**config.mk**
```make
export PLATFORM = sky130hd
export DESIGN_NAME = pipeline_hazard_ctrl
export DESIGN_NICKNAME = d
export VERILOG_FILES = /design/src/rtl/pipeline_hazard_ctrl.sv
export SDC_FILE = /design/constraint.sdc
export NUM_CORES = 1
export LEC_CHECK = 0
export BUFFER_PORTS_ARGS = -buffer_cell sky130_fd_sc_hd__buf_4
export CORE_ASPECT_RATIO = 0.9
export CORE_MARGIN = 5
export CORE_UTILIZATION = 52
export DETAILED_ROUTE_END_ITERATION = 7
export MAX_ROUTING_LAYER = met4
export PLACE_DENSITY = 0.79
export SLEW_MARGIN = 20
export SYNTH_ARGS = -nofsm -noshare
export SYNTH_HDL_FRONTEND = slang
export SYNTH_SLANG_ARGS = --single-unit
```
**constraint.sdc**
```tcl
create_clock -name clk -period 2.9 [get_ports clk]
set_input_delay 0.58 -clock clk [delete_from_list [all_inputs] [get_ports clk]]
set_output_delay 0.58 -clock clk [all_outputs]
set_load 0.03 [all_outputs]
```
**src/rtl/pipeline_hazard_ctrl.sv**
```systemverilog
// Stall/flush sequencer for the 5-stage pipeline: load-use, branch/jump redirect,
// data-memory wait states with a timeout watchdog, and saturating stall/flush counters.
module pipeline_hazard_ctrl #(
  parameter int MEM_TIMEOUT = 16,
  parameter int TO_W        = 8,
  parameter int CNT_W       = 16
) (
  input  logic             clk,
  input  logic             reset,
  input  logic [4:0]       ID_rs,
  input  logic [4:0]       ID_rt,
  input  logic             ID_UsesRt,
  input  logic             ID_Jump,
  input  logic             EX_MemRead,
  input  logic [4:0]       EX_RegDest,
  input  logic             EX_BranchTaken,
  input  logic             MEM_Req,
  input  logic             MEM_Ready,
  output logic             PC_Write,
  output logic             IFID_Write,
  output logic             IFID_Flush,
  output logic             IDEX_Write,
  output logic             IDEX_Flush,
  output logic             EXMEM_Write,
  output logic             MEMWB_Bubble,
  output logic             Fault,
  output logic [1:0]       State,
  output logic [CNT_W-1:0] StallCount,
  output logic [CNT_W-1:0] FlushCount
);

  localparam logic [1:0] S_RUN     = 2'd0;
  localparam logic [1:0] S_MEMWAIT = 2'd1;
  localparam logic [1:0] S_FAULT   = 2'd2;

  localparam logic [TO_W-1:0] TIMEOUT = TO_W'(MEM_TIMEOUT);

  logic [1:0]       r_state;
  logic [1:0]       w_state_nxt;
  logic [TO_W-1:0]  r_wait;
  logic [TO_W-1:0]  w_wait_nxt;
  logic [CNT_W-1:0] r_stall_cnt;
  logic [CNT_W-1:0] r_flush_cnt;
  logic             w_memstall;
  logic             w_loaduse;
  logic             w_freeze;
  logic             w_fault_out;

  assign w_memstall = MEM_Req & ~MEM_Ready;
  assign w_loaduse  = EX_MemRead & (EX_RegDest != 5'd0) &
                      ((EX_RegDest == ID_rs) | (ID_UsesRt & (EX_RegDest == ID_rt)));

  // Freeze covers both the RUN cycle that first sees the stall and every unready MEMWAIT cycle.
  assign w_freeze    = ((r_state == S_RUN) & w_memstall) | ((r_state == S_MEMWAIT) & ~MEM_Ready);
  assign w_fault_out = (r_state != S_RUN) & (r_state != S_MEMWAIT);

  always_comb begin
    PC_Write     = 1'b1;
    IFID_Write   = 1'b1;
    IFID_Flush   = 1'b0;
    IDEX_Write   = 1'b1;
    IDEX_Flush   = 1'b0;
    EXMEM_Write  = 1'b1;
    MEMWB_Bubble = 1'b0;
    if (w_fault_out) begin
      PC_Write     = 1'b0;
      IFID_Write   = 1'b0;
      IDEX_Write   = 1'b0;
      EXMEM_Write  = 1'b0;
      IDEX_Flush   = 1'b1;
      MEMWB_Bubble = 1'b1;
    end else if (w_freeze) begin
      PC_Write     = 1'b0;
      IFID_Write   = 1'b0;
      IDEX_Write   = 1'b0;
      EXMEM_Write  = 1'b0;
      MEMWB_Bubble = 1'b1;
    end else if (EX_BranchTaken) begin
      IFID_Flush = 1'b1;
      IDEX_Flush = 1'b1;
    end else if (w_loaduse) begin
      PC_Write   = 1'b0;
      IFID_Write = 1'b0;
      IDEX_Flush = 1'b1;
    end else if (ID_Jump) begin
      IFID_Flush = 1'b1;
    end
  end

  always_comb begin
    w_state_nxt = r_state;
    w_wait_nxt  = r_wait;
    case (r_state)
      S_RUN: begin
        if (w_memstall) begin
          w_state_nxt = S_MEMWAIT;
          w_wait_nxt  = TO_W'(1);
        end
      end
      S_MEMWAIT: begin
        if (MEM_Ready) begin
          w_state_nxt = S_RUN;
          w_wait_nxt  = '0;
        end else if (r_wait >= TIMEOUT) begin
          w_state_nxt = S_FAULT;
        end else begin
          w_wait_nxt = r_wait + TO_W'(1);
        end
      end
      default: w_state_nxt = S_FAULT;
    endcase
  end

  always_ff @(posedge clk or posedge reset) begin
    if (reset) begin
      r_state <= S_RUN;
      r_wait  <= '0;
    end else begin
      r_state <= w_state_nxt;
      r_wait  <= w_wait_nxt;
    end
  end

  always_ff @(posedge clk or posedge reset) begin
    if (reset) begin
      r_stall_cnt <= '0;
      r_flush_cnt <= '0;
    end else begin
      if (!w_fault_out && !PC_Write && (r_stall_cnt != {CNT_W{1'b1}}))
        r_stall_cnt <= r_stall_cnt + CNT_W'(1);
      if (IFID_Flush && (r_flush_cnt != {CNT_W{1'b1}}))
        r_flush_cnt <= r_flush_cnt + CNT_W'(1);
    end
  end

  assign Fault      = w_fault_out;
  assign State      = r_state;
  assign StallCount = r_stall_cnt;
  assign FlushCount = r_flush_cnt;

endmodule

```
==> flow_metrics.env, run 1 <==
export IMPL_cp_arrival_ps=2010
export IMPL_cts_sinks=42
export IMPL_final_cells=347
export IMPL_synth_edff_count=0
export IMPL_layout_nets=325
export IMPL_hold_path_class="in2async"
export IMPL_fin_crit_sh=0.892
export IMPL_skew_ps=6.36
export IMPL_yosys_warnings=0
export IMPL_grt_max_degree=43
export IMPL_cts_tree="built"
export IMPL_cp_max_fo=6
export IMPL_synthArstFlopShare=1.00
export IMPL_rows=22
export IMPL_clockPowerShare=0.325
export IMPL_path_cells="buf_4 -> xnor2_1 -> nand4_1 -> o22a_1 -> o31ai_2 -> inv_1 -> buf_4"
export IMPL_syn_area_mm2=0.00224
export IMPL_status="finished clean"
export IMPL_cellPowerDensity_mw_per_mm2=417
export IMPL_avgSynthCellArea_um2=9.76
export IMPL_worstSetupPathType="in2out"
export IMPL_pwr_share_seq=0.532
export IMPL_cts_buffers_inserted=5
export IMPL_grt_setup_unrepaired="no"
export IMPL_setup_tns_ps=0
export IMPL_core_mm2=0.00413
export IMPL_final_cell_mix="buf_4 (69), dfrtp_1 (42), xor2_1 (26)"
export IMPL_place_gp_congestion=0.834
export IMPL_ios=65
export IMPL_synth_fa_ha_area_frac=0.0223
export IMPL_path_clk_slew_ps=80
export IMPL_worst_path_max_delay_cell="o31ai_2"
export IMPL_overflow=0
export IMPL_required_ps=2320
export IMPL_dp_cells=339
export IMPL_setup_violations=0
export IMPL_regToRegStartpoint="State[0]"
export IMPL_cts_root_buf="clkbuf_8"
export IMPL_final_antenna_net_count=0
export IMPL_area_growth_pct=28.0
export IMPL_portBuffers=64
export IMPL_grt_pass1_vias=1937
export IMPL_synthesis_nets=257
export IMPL_power_internal_w=0.000875
export IMPL_p_comb_frac=0.143
export IMPL_grt_pass1_wl_mm=8.96
export IMPL_startpoint_type="input pin"
export IMPL_clk_path_buf_depth=2
export IMPL_ys_ff_latch=42
export IMPL_die_w_um=79.3
export IMPL_dr_pass1_iters=4
export IMPL_synth_xor_area_frac=0.148
export IMPL_wl_mm=5.12
export IMPL_avgViaCountPerCell=5.61
export IMPL_detail_route_wl_per_cell_um=14.7
export IMPL_design_die_area_mm2=0.00573
export IMPL_post_cts_buffers=0
export IMPL_drtIter0Drc=140
export IMPL_max_stage_delay_ps=520
export IMPL_crit_path_end_kind="primary output"
export IMPL_irDropWorstVdd_v=0.000208
export IMPL_tightest_slew_ps=554
export IMPL_htree_levels=2
export IMPL_drive_above_1_share=0.294
export IMPL_synth_cell_types=35
export IMPL_clock_latency_ps=290
export IMPL_r2r_end="FlushCount[12]"
export IMPL_drc=0
export IMPL_synth_simple_area_share=0.241
export IMPL_fin_crit_ps=2590
export IMPL_ys_seq_area_frac=0.468
export IMPL_setup_slack_ps=312
export IMPL_r2r_slack_ps=710
export IMPL_cts_resized=0
export IMPL_start_util=0.544
export IMPL_slew_headroom=0.629
export IMPL_dp_hpwl_mm=3.86
export IMPL_leakage_nw=1.36
export IMPL_fin_util=0.696
export IMPL_r2r_cells=7
export IMPL_max_freq_mhz=386
export IMPL_grt_util_all_layers=0.200
export IMPL_final_common_cell="buf_4"
export IMPL_max_cap_violations=0
export IMPL_antenna_cells=0
export IMPL_antenna_found_initial=0
export IMPL_syn_instance_count=230
export IMPL_die_height_um=72.3
export IMPL_dp_slack_ps=221
export IMPL_vias=1948
export IMPL_hold_viol=0
export IMPL_synth_compound_area_share=0.0591
export IMPL_synth_top_family_by_area="simple AND/OR/NAND/NOR gates"
export IMPL_ctsHoldBuffers=0
export IMPL_p_switching_w=0.000322
export IMPL_swShare=0.269
export IMPL_synthMuxAreaShare=0.0295
export IMPL_synth_ff_type="dfrtp_1"
export IMPL_cp_common_cell="buf_4"
export IMPL_drv_slew=0
cell type report:
type	count	area, µm²
multi-input cells	172	1120
well taps	48	60.1
repair buffers	69	518
clock buffers	7	86.3
fillers	332	1260
inverters	8	30.0
flip-flops and latches	42	1050
clock inverters	1	5.00
state kept, by name, indices dropped and copies added (netlist names):
register,count
FlushCount,16
r_wait,8
StallCount,16
State,2
cell usage after synthesis (3+ instances only):
cell type | n | area [µm²]
nand3_1 | 17 | 85.1
nor4b_1 | 3 | 26.3
mux2_2 | 5 | 56.3
buf_2 | 3 | 15.0
dfrtp_1 | 42 | 1050
inv_1 | 8 | 30.0
clkbuf_1 | 3 | 11.3
nor3_1 | 19 | 95.1
xor2_1 | 26 | 228
ha_1 | 4 | 50.1
nor2_1 | 23 | 86.3
o21ai_0 | 6 | 30.0
nand4_1 | 5 | 31.3
nor4_1 | 4 | 25.0
a31oi_1 | 4 | 25.0
nand2_1 | 17 | 63.8
nor3b_1 | 3 | 22.5
xnor2_1 | 12 | 105
and3_1 | 4 | 25.0
logic make-up (layout without fill, tap and decap cells):
kind of cell,after synthesis,count (layout)
adders and majority gates,4,4
AOI/OAI and AO/OA,20,20
muxes,6,6
buffers and inverters,16,85
and+or+nand+nor,104,104
DFF,42,42
xor gates and xnor gates,38,38
per-layer routing:
layer  vias to the layer above  wire, µm  track usage
li1                        931         -            -
met1                       947      2290        0.249
met2                        65      2420        0.322
met3                         5       350       0.0434
met4                         0        64       0.0687
met5                         -         0            -
power groups by stage:
stage / registers (W) / logic, W / clock network [W]
3_5_place_dp: 0.000649 / 0.000174 / 0
5_1_grt: 0.000642 / 0.000187 / 0.000425
3_3_place_gp: 0.000648 / 0.000170 / 0
4_1_cts: 0.000637 / 0.000175 / 0.000398
6_report: 0.000637 / 0.000172 / 0.000389
2_1_floorplan: 0.000690 / 0.0000476 / 0
metrics by stage:
step                      hold slack [ps]  total power [W]  cell area [µm²]
after detailed placement              485         0.000823             2780
final                                 409          0.00120             2870
after floorplan                       463         0.000738             2240
after CTS                             429          0.00121             2870
after global placement                480         0.000819             2780
after global routing                  471          0.00125             2870
critical path, delay by kind of cell:
kind,cells,cell delay (ps)
AO/OA/AOI/OAI,2,770
XOR/XNOR,1,160
AND/OR/NAND/NOR,1,110
buffers and inverters,3,390
worst max-delay path by stage:
stage | cells after the start | start | slack (ps) | end
floorplan | 5 | EX_RegDest[1] | 210 | PC_Write
global placement | 7 | EX_RegDest[0] | 300 | StallCount[14]
detailed placement | 7 | EX_RegDest[0] | 220 | StallCount[14]
CTS | 7 | EX_RegDest[0] | 300 | IFID_Flush
global route | 7 | EX_RegDest[0] | 150 | IFID_Flush
finish | 7 | EX_RegDest[0] | 310 | IFID_Flush
Note: power is estimated with default switching activity, not from simulation.
==> inputs of run 2 (changes only) <==
HOLD_SLACK_MARGIN = 0.12   (was unset)
clock period = 2.4 ns   (was 2.9 ns; I/O delays follow)
==> run 2 against run 1 <==
Compared with the run above: worst setup slack got worse by 240 ps; sequential cell count is the same; via count decreased by 3.0%; combinational power up 23%; first-iteration DRC count decreased by 41%; core utilization rose by 2.0 points; power rose by 19%; critical endpoint is now StallCount[8]; largest power group unchanged.
==> flow_metrics.env, run 2 (synthesized netlist as in run 1, its figures left out) <==
export IMPL_cts_tree="built"
export IMPL_leakage_nw=1.39
export IMPL_drtIter0Drc=82
export IMPL_drive_above_1_share=0.329
export IMPL_dr_pass1_iters=4
export IMPL_startpoint_type="input pin"
export IMPL_wl_mm=5.10
export IMPL_design_die_area_mm2=0.00573
export IMPL_fin_util=0.716
export IMPL_clock_latency_ps=290
export IMPL_antenna_found_initial=0
export IMPL_max_cap_violations=0
export IMPL_start_util=0.544
export IMPL_skew_ps=8.29
export IMPL_grt_setup_unrepaired="yes"
export IMPL_grt_max_degree=43
export IMPL_die_w_um=79.3
export IMPL_grt_pass1_vias=1784
export IMPL_detail_route_wl_per_cell_um=14.5
export IMPL_required_ps=2610
export IMPL_core_mm2=0.00413
export IMPL_crit_path_end_kind="register"
export IMPL_path_clk_slew_ps=80
export IMPL_grt_busiest_layer="met2"
export IMPL_grt_pass1_wl_mm=8.27
export IMPL_portBuffers=64
export IMPL_max_freq_mhz=429
export IMPL_grt_use_met1=0.235
export IMPL_dp_hpwl_mm=3.74
export IMPL_status="finished clean"
export IMPL_grt_use_met2=0.299
export IMPL_fin_crit_ps=2330
export IMPL_ios=65
export IMPL_rows=22
export IMPL_setup_tns_ps=0
export IMPL_htree_levels=2
export IMPL_antenna_cells=0
export IMPL_tightest_slew_ps=516
export IMPL_drv_slew=0
export IMPL_clk_path_buf_depth=2
export IMPL_cts_buffers_inserted=5
export IMPL_hold_viol=0
export IMPL_drc=0
export IMPL_die_height_um=72.3
export IMPL_hold_path_class="in2async"
export IMPL_vias=1890
export IMPL_setup_violations=0
export IMPL_final_cells=352
export IMPL_met3_usage=0.0471
export IMPL_setup_slack_ps=68.2
export IMPL_irDropWorstVdd_v=0.000479
export IMPL_area_growth_pct=31.7
export IMPL_slew_headroom=0.653
export IMPL_grt_util_all_layers=0.186
export IMPL_cellPowerDensity_mw_per_mm2=481
export IMPL_dp_cells=343
export IMPL_cp_max_fo=8
export IMPL_cts_sinks=42
export IMPL_cp_arrival_ps=2540
export IMPL_fin_crit_sh=0.972
export IMPL_cts_root_buf="clkbuf_8"
export IMPL_place_gp_congestion=0.802
export IMPL_worstSetupPathType="in2reg"
export IMPL_final_common_cell="buf_4"
export IMPL_avgViaCountPerCell=5.37
export IMPL_final_cell_mix="buf_4 (76), dfrtp_1 (42), xor2_1 (26)"
export IMPL_layout_nets=332
export IMPL_dp_slack_ps=-319
export IMPL_overflow=0
export IMPL_final_antenna_net_count=0
## run 2: changes by cell type in the layout (fill, tap and decap cells not counted), sizes merged
cell / before / now
buf: 69 / 76
clkbuf: 7 / 6
clkinv: 1 / 0
## run 2: cell type report
type	count	area, µm²
fillers	327	1170
multi-input cells	172	1160
flip-flops and latches	42	1050
repair buffers	76	571
clock buffers	6	82.6
well taps	48	60.1
inverters	8	30.0
## run 2: worst paths after layout
path	start	to	slack [ps]	cells after the start
hold / removal	reset	r_wait[5]	320	3
max in group asynchronous	reset	FlushCount[5]	1720	3
setup / recovery	EX_RegDest[0]	StallCount[8]	70	9
hold reg to reg	FlushCount[10]	FlushCount[10]	500	1
min in group clk	MEM_Ready	State[0]	390	2
setup reg to reg	StallCount[0]	StallCount[5]	200	7
## run 2: worst max-delay path: stages
cell,delay [ps]
buf_4,130
xnor2_1,190
nand4_1,110
o22a_1,240
buf_4,160
o41a_1,490
buf_4,230
nor4b_2,330
xor2_1,170
## run 2: where the power goes
| part | internal, W | switching, W | total (W) |
|---|---|---|---|
| clock network | 0.000222 | 0.000217 | 0.000439 |
| registers | 0.000735 | 0.0000359 | 0.000771 |
| logic | 0.0000926 | 0.000120 | 0.000212 |
| total | 0.00105 | 0.000373 | 0.00142 |
## run 2: per-layer routing
layer	routed length (µm)	vias to the layer above
met5	0	-
met4	57	0
met3	382	7
met2	2430	59
met1	2230	879
li1	-	945
## run 2: what timing repair did
action / 4_1_cts / 5_1_grt
pin swaps: 0 / 1
buffers inserted: 0 / 3
hold buffers: 0 / 0
resized for setup: 2 / 4
endpoints found under the setup margin: 2 / 6
hold endpoints to repair: 0 / 0
## run 2: metrics by stage
| step | power [W] | area [µm²] | hold WS [ps] |
|---|---|---|---|
| after floorplan | 0.000891 | 2250 | 463 |
| after global placement | 0.000991 | 2810 | 475 |
| after detailed placement | 0.000996 | 2810 | 478 |
| after CTS | 0.00143 | 2910 | 345 |
| after global routing | 0.00149 | 2960 | 370 |
| final | 0.00142 | 2960 | 321 |
==> inputs of run 3 (changes only) <==
CORE_UTILIZATION = 47   (was 52)
PLACE_DENSITY = 0.75   (was 0.79)
clock period = 1.95 ns   (was 2.4 ns; I/O delays follow)
==> run 3 against run 2 <==
Compared with the run above: the run now ends with negative setup slack left; sequential share of layout area down 5.4 points; clock power up 36%; worst setup slack worse by 260 ps; critical path depth unchanged; core utilization up 5.9 points; combinational power up 51%; power up 31%; sequential cell count unchanged; non-clock buffer count up 19; wire length up 24%; design area up 19%; largest cell class unchanged; largest power group unchanged.
==> flow_metrics.env, run 3 (synthesized netlist as in run 1, its figures left out) <==
export IMPL_vias=2068
export IMPL_layout_nets=351
export IMPL_dr_pass1_iters=4
export IMPL_path_delay_family="buffers and inverters"
export IMPL_p_switching_w=0.000525
export IMPL_required_ps=1560
export IMPL_cp_max_fo=3
export IMPL_cp_common_cell="buf_6"
export IMPL_drv_slew=0
export IMPL_place_gp_congestion=0.838
export IMPL_drive_above_1_share=0.514
export IMPL_final_antenna_net_count=0
export IMPL_path_clk_slew_ps=80
export IMPL_hold_path_class="in2async"
export IMPL_cp_arrival_ps=1750
export IMPL_skew_ps=4.89
export IMPL_drc=0
export IMPL_p_comb_frac=0.172
export IMPL_die_w_um=82.8
export IMPL_worstSetupPathType="in2out"
export IMPL_hold_viol=0
export IMPL_drtIter0Drc=118
export IMPL_ios=65
export IMPL_cts_sinks=42
export IMPL_slew_headroom=0.621
export IMPL_r2r_slack_ps=10
export IMPL_cts_tree="built"
export IMPL_core_mm2=0.00455
export IMPL_max_freq_mhz=467
export IMPL_fin_crit_sh=1.10
export IMPL_clockPowerShare=0.320
export IMPL_final_cell_mix="buf_4 (74), dfrtp_1 (32), xor2_1 (26)"
export IMPL_power_w=0.00186
export IMPL_cts_root_buf="clkbuf_8"
export IMPL_grt_max_degree=43
export IMPL_path_cells="buf_8 -> xnor2_2 -> nand4_1 -> o22a_1 -> buf_6 -> o31ai_4 -> buf_12 -> inv_6 -> buf_6"
export IMPL_avgViaCountPerCell=5.34
export IMPL_cts_buffers_inserted=5
export IMPL_final_common_cell="buf_4"
export IMPL_grt_pass1_vias=2036
export IMPL_area_growth_pct=57.0
export IMPL_pwr_share_seq=0.508
export IMPL_design_die_area_mm2=0.00626
export IMPL_wl_mm=6.31
export IMPL_die_height_um=75.6
export IMPL_antenna_found_initial=0
export IMPL_setup_tns_ps=-1180
export IMPL_max_stage_delay_ps=250
export IMPL_status="finished with violations"
export IMPL_worst_path_max_delay_cell="o31ai_4"
export IMPL_grt_setup_unrepaired="yes"
export IMPL_setup_violations=19
export IMPL_portBuffers=64
export IMPL_clk_path_buf_depth=2
export IMPL_tightest_slew_ps=565
export IMPL_detail_route_wl_per_cell_um=16.3
export IMPL_swShare=0.282
export IMPL_max_cap_violations=0
export IMPL_htree_levels=2
export IMPL_antenna_cells=0
export IMPL_grt_util_all_layers=0.194
export IMPL_violations="negative setup slack"
export IMPL_fin_crit_ps=2140
export IMPL_start_util=0.494
export IMPL_dp_hpwl_mm=4.17
export IMPL_setup_slack_ps=-193
export IMPL_startpoint_type="input pin"
export IMPL_irDropWorstVdd_v=0.000514
export IMPL_overflow=0
export IMPL_leakage_nw=1.58
export IMPL_grt_pass1_wl_mm=9.57
export IMPL_cellPowerDensity_mw_per_mm2=528
export IMPL_timing_critical_path_buf_inv=5
export IMPL_crit_path_end_kind="primary output"
export IMPL_clock_latency_ps=290
export IMPL_rows=23
export IMPL_power_internal_w=0.00134
run 3: cell count changes in the layout (fill, tap and decap cells not counted), moves of 4 or more:
cell	before	now
buf_6	0	19
nor3_1	19	5
nor2_1	22	18
nor3_2	0	9
xnor2_2	0	8
xnor2_1	12	4
dfrtp_1	42	32
dfrtp_2	0	10
nor3_4	0	5
run 3: timing repair:
action,4_1_cts,5_1_grt
hold buffers,0,0
gates cloned,0,1
buffers inserted,3,2
resized for setup,16,50
setup endpoints to repair,9,38
pin swaps,6,19
run 3: power by group through the flow:
stage               Clock [W]  Sequential (W)  Combinational, W
floorplan                   0         0.00103         0.0000797
global route         0.000651        0.000952          0.000342
CTS                  0.000609        0.000944          0.000304
detailed placement          0        0.000961          0.000293
global placement            0        0.000960          0.000286
finish               0.000596        0.000946          0.000320
run 3: metal layers:
layer / vias to the layer above / part of all wire / global-route usage
met5: - / 0 / -
met2: 53 / 0.52 / 0.317
met4: 0 / 0.012 / 0.0563
met3: 11 / 0.038 / 0.0400
met1: 1009 / 0.43 / 0.251
li1: 995 / - / -
run 3: worst register-to-register path, delay by kind of cell, from the launching register on:
| kind | cells | cell delay [ps] |
|---|---|---|
| buffers and inverters | 2 | 300 |
| flip-flops | 1 | 410 |
| multiplexers | 1 | 330 |
| AO/OA/AOI/OAI | 2 | 300 |
| AND/OR/NAND/NOR | 3 | 480 |
run 3: final timing paths:
check,endpoint,start,cells after the start
min in group clk,State[0],MEM_Ready,2
min,StallCount[14],reset,3
max,IFID_Flush,EX_RegDest[3],9
max reg2reg,FlushCount[12],State[0],8
min reg2reg,StallCount[4],StallCount[4],1
max in group asynchronous,State[0],reset,3
run 3: per-stage QoR:
| step | hold WS [ps] | area (µm²) | instances | util | worst slack [ps] |
|---|---|---|---|---|---|
| global route | 263 | 3520 | 387 | 0.775 | -276 |
| detailed placement | 467 | 3080 | 373 | 0.677 | -357 |
| finish | 209 | 3520 | 387 | 0.775 | -193 |
| CTS | 237 | 3270 | 384 | 0.719 | -122 |
| floorplan | 457 | 2380 | 230 | - | -101 |
| global placement | 467 | 3080 | 373 | 0.677 | -281 |
run 3: cell type report:
cell class / count / area (µm²)
Clock buffer: 6 / 82.6
Clock inverter: 2 / 12.5
Fill cell: 305 / 1020
Inverter: 8 / 38.8
Multi-Input combinational cell: 172 / 1450
Sequential cell: 42 / 1060
Tap cell: 62 / 77.6
Timing Repair Buffer: 95 / 805
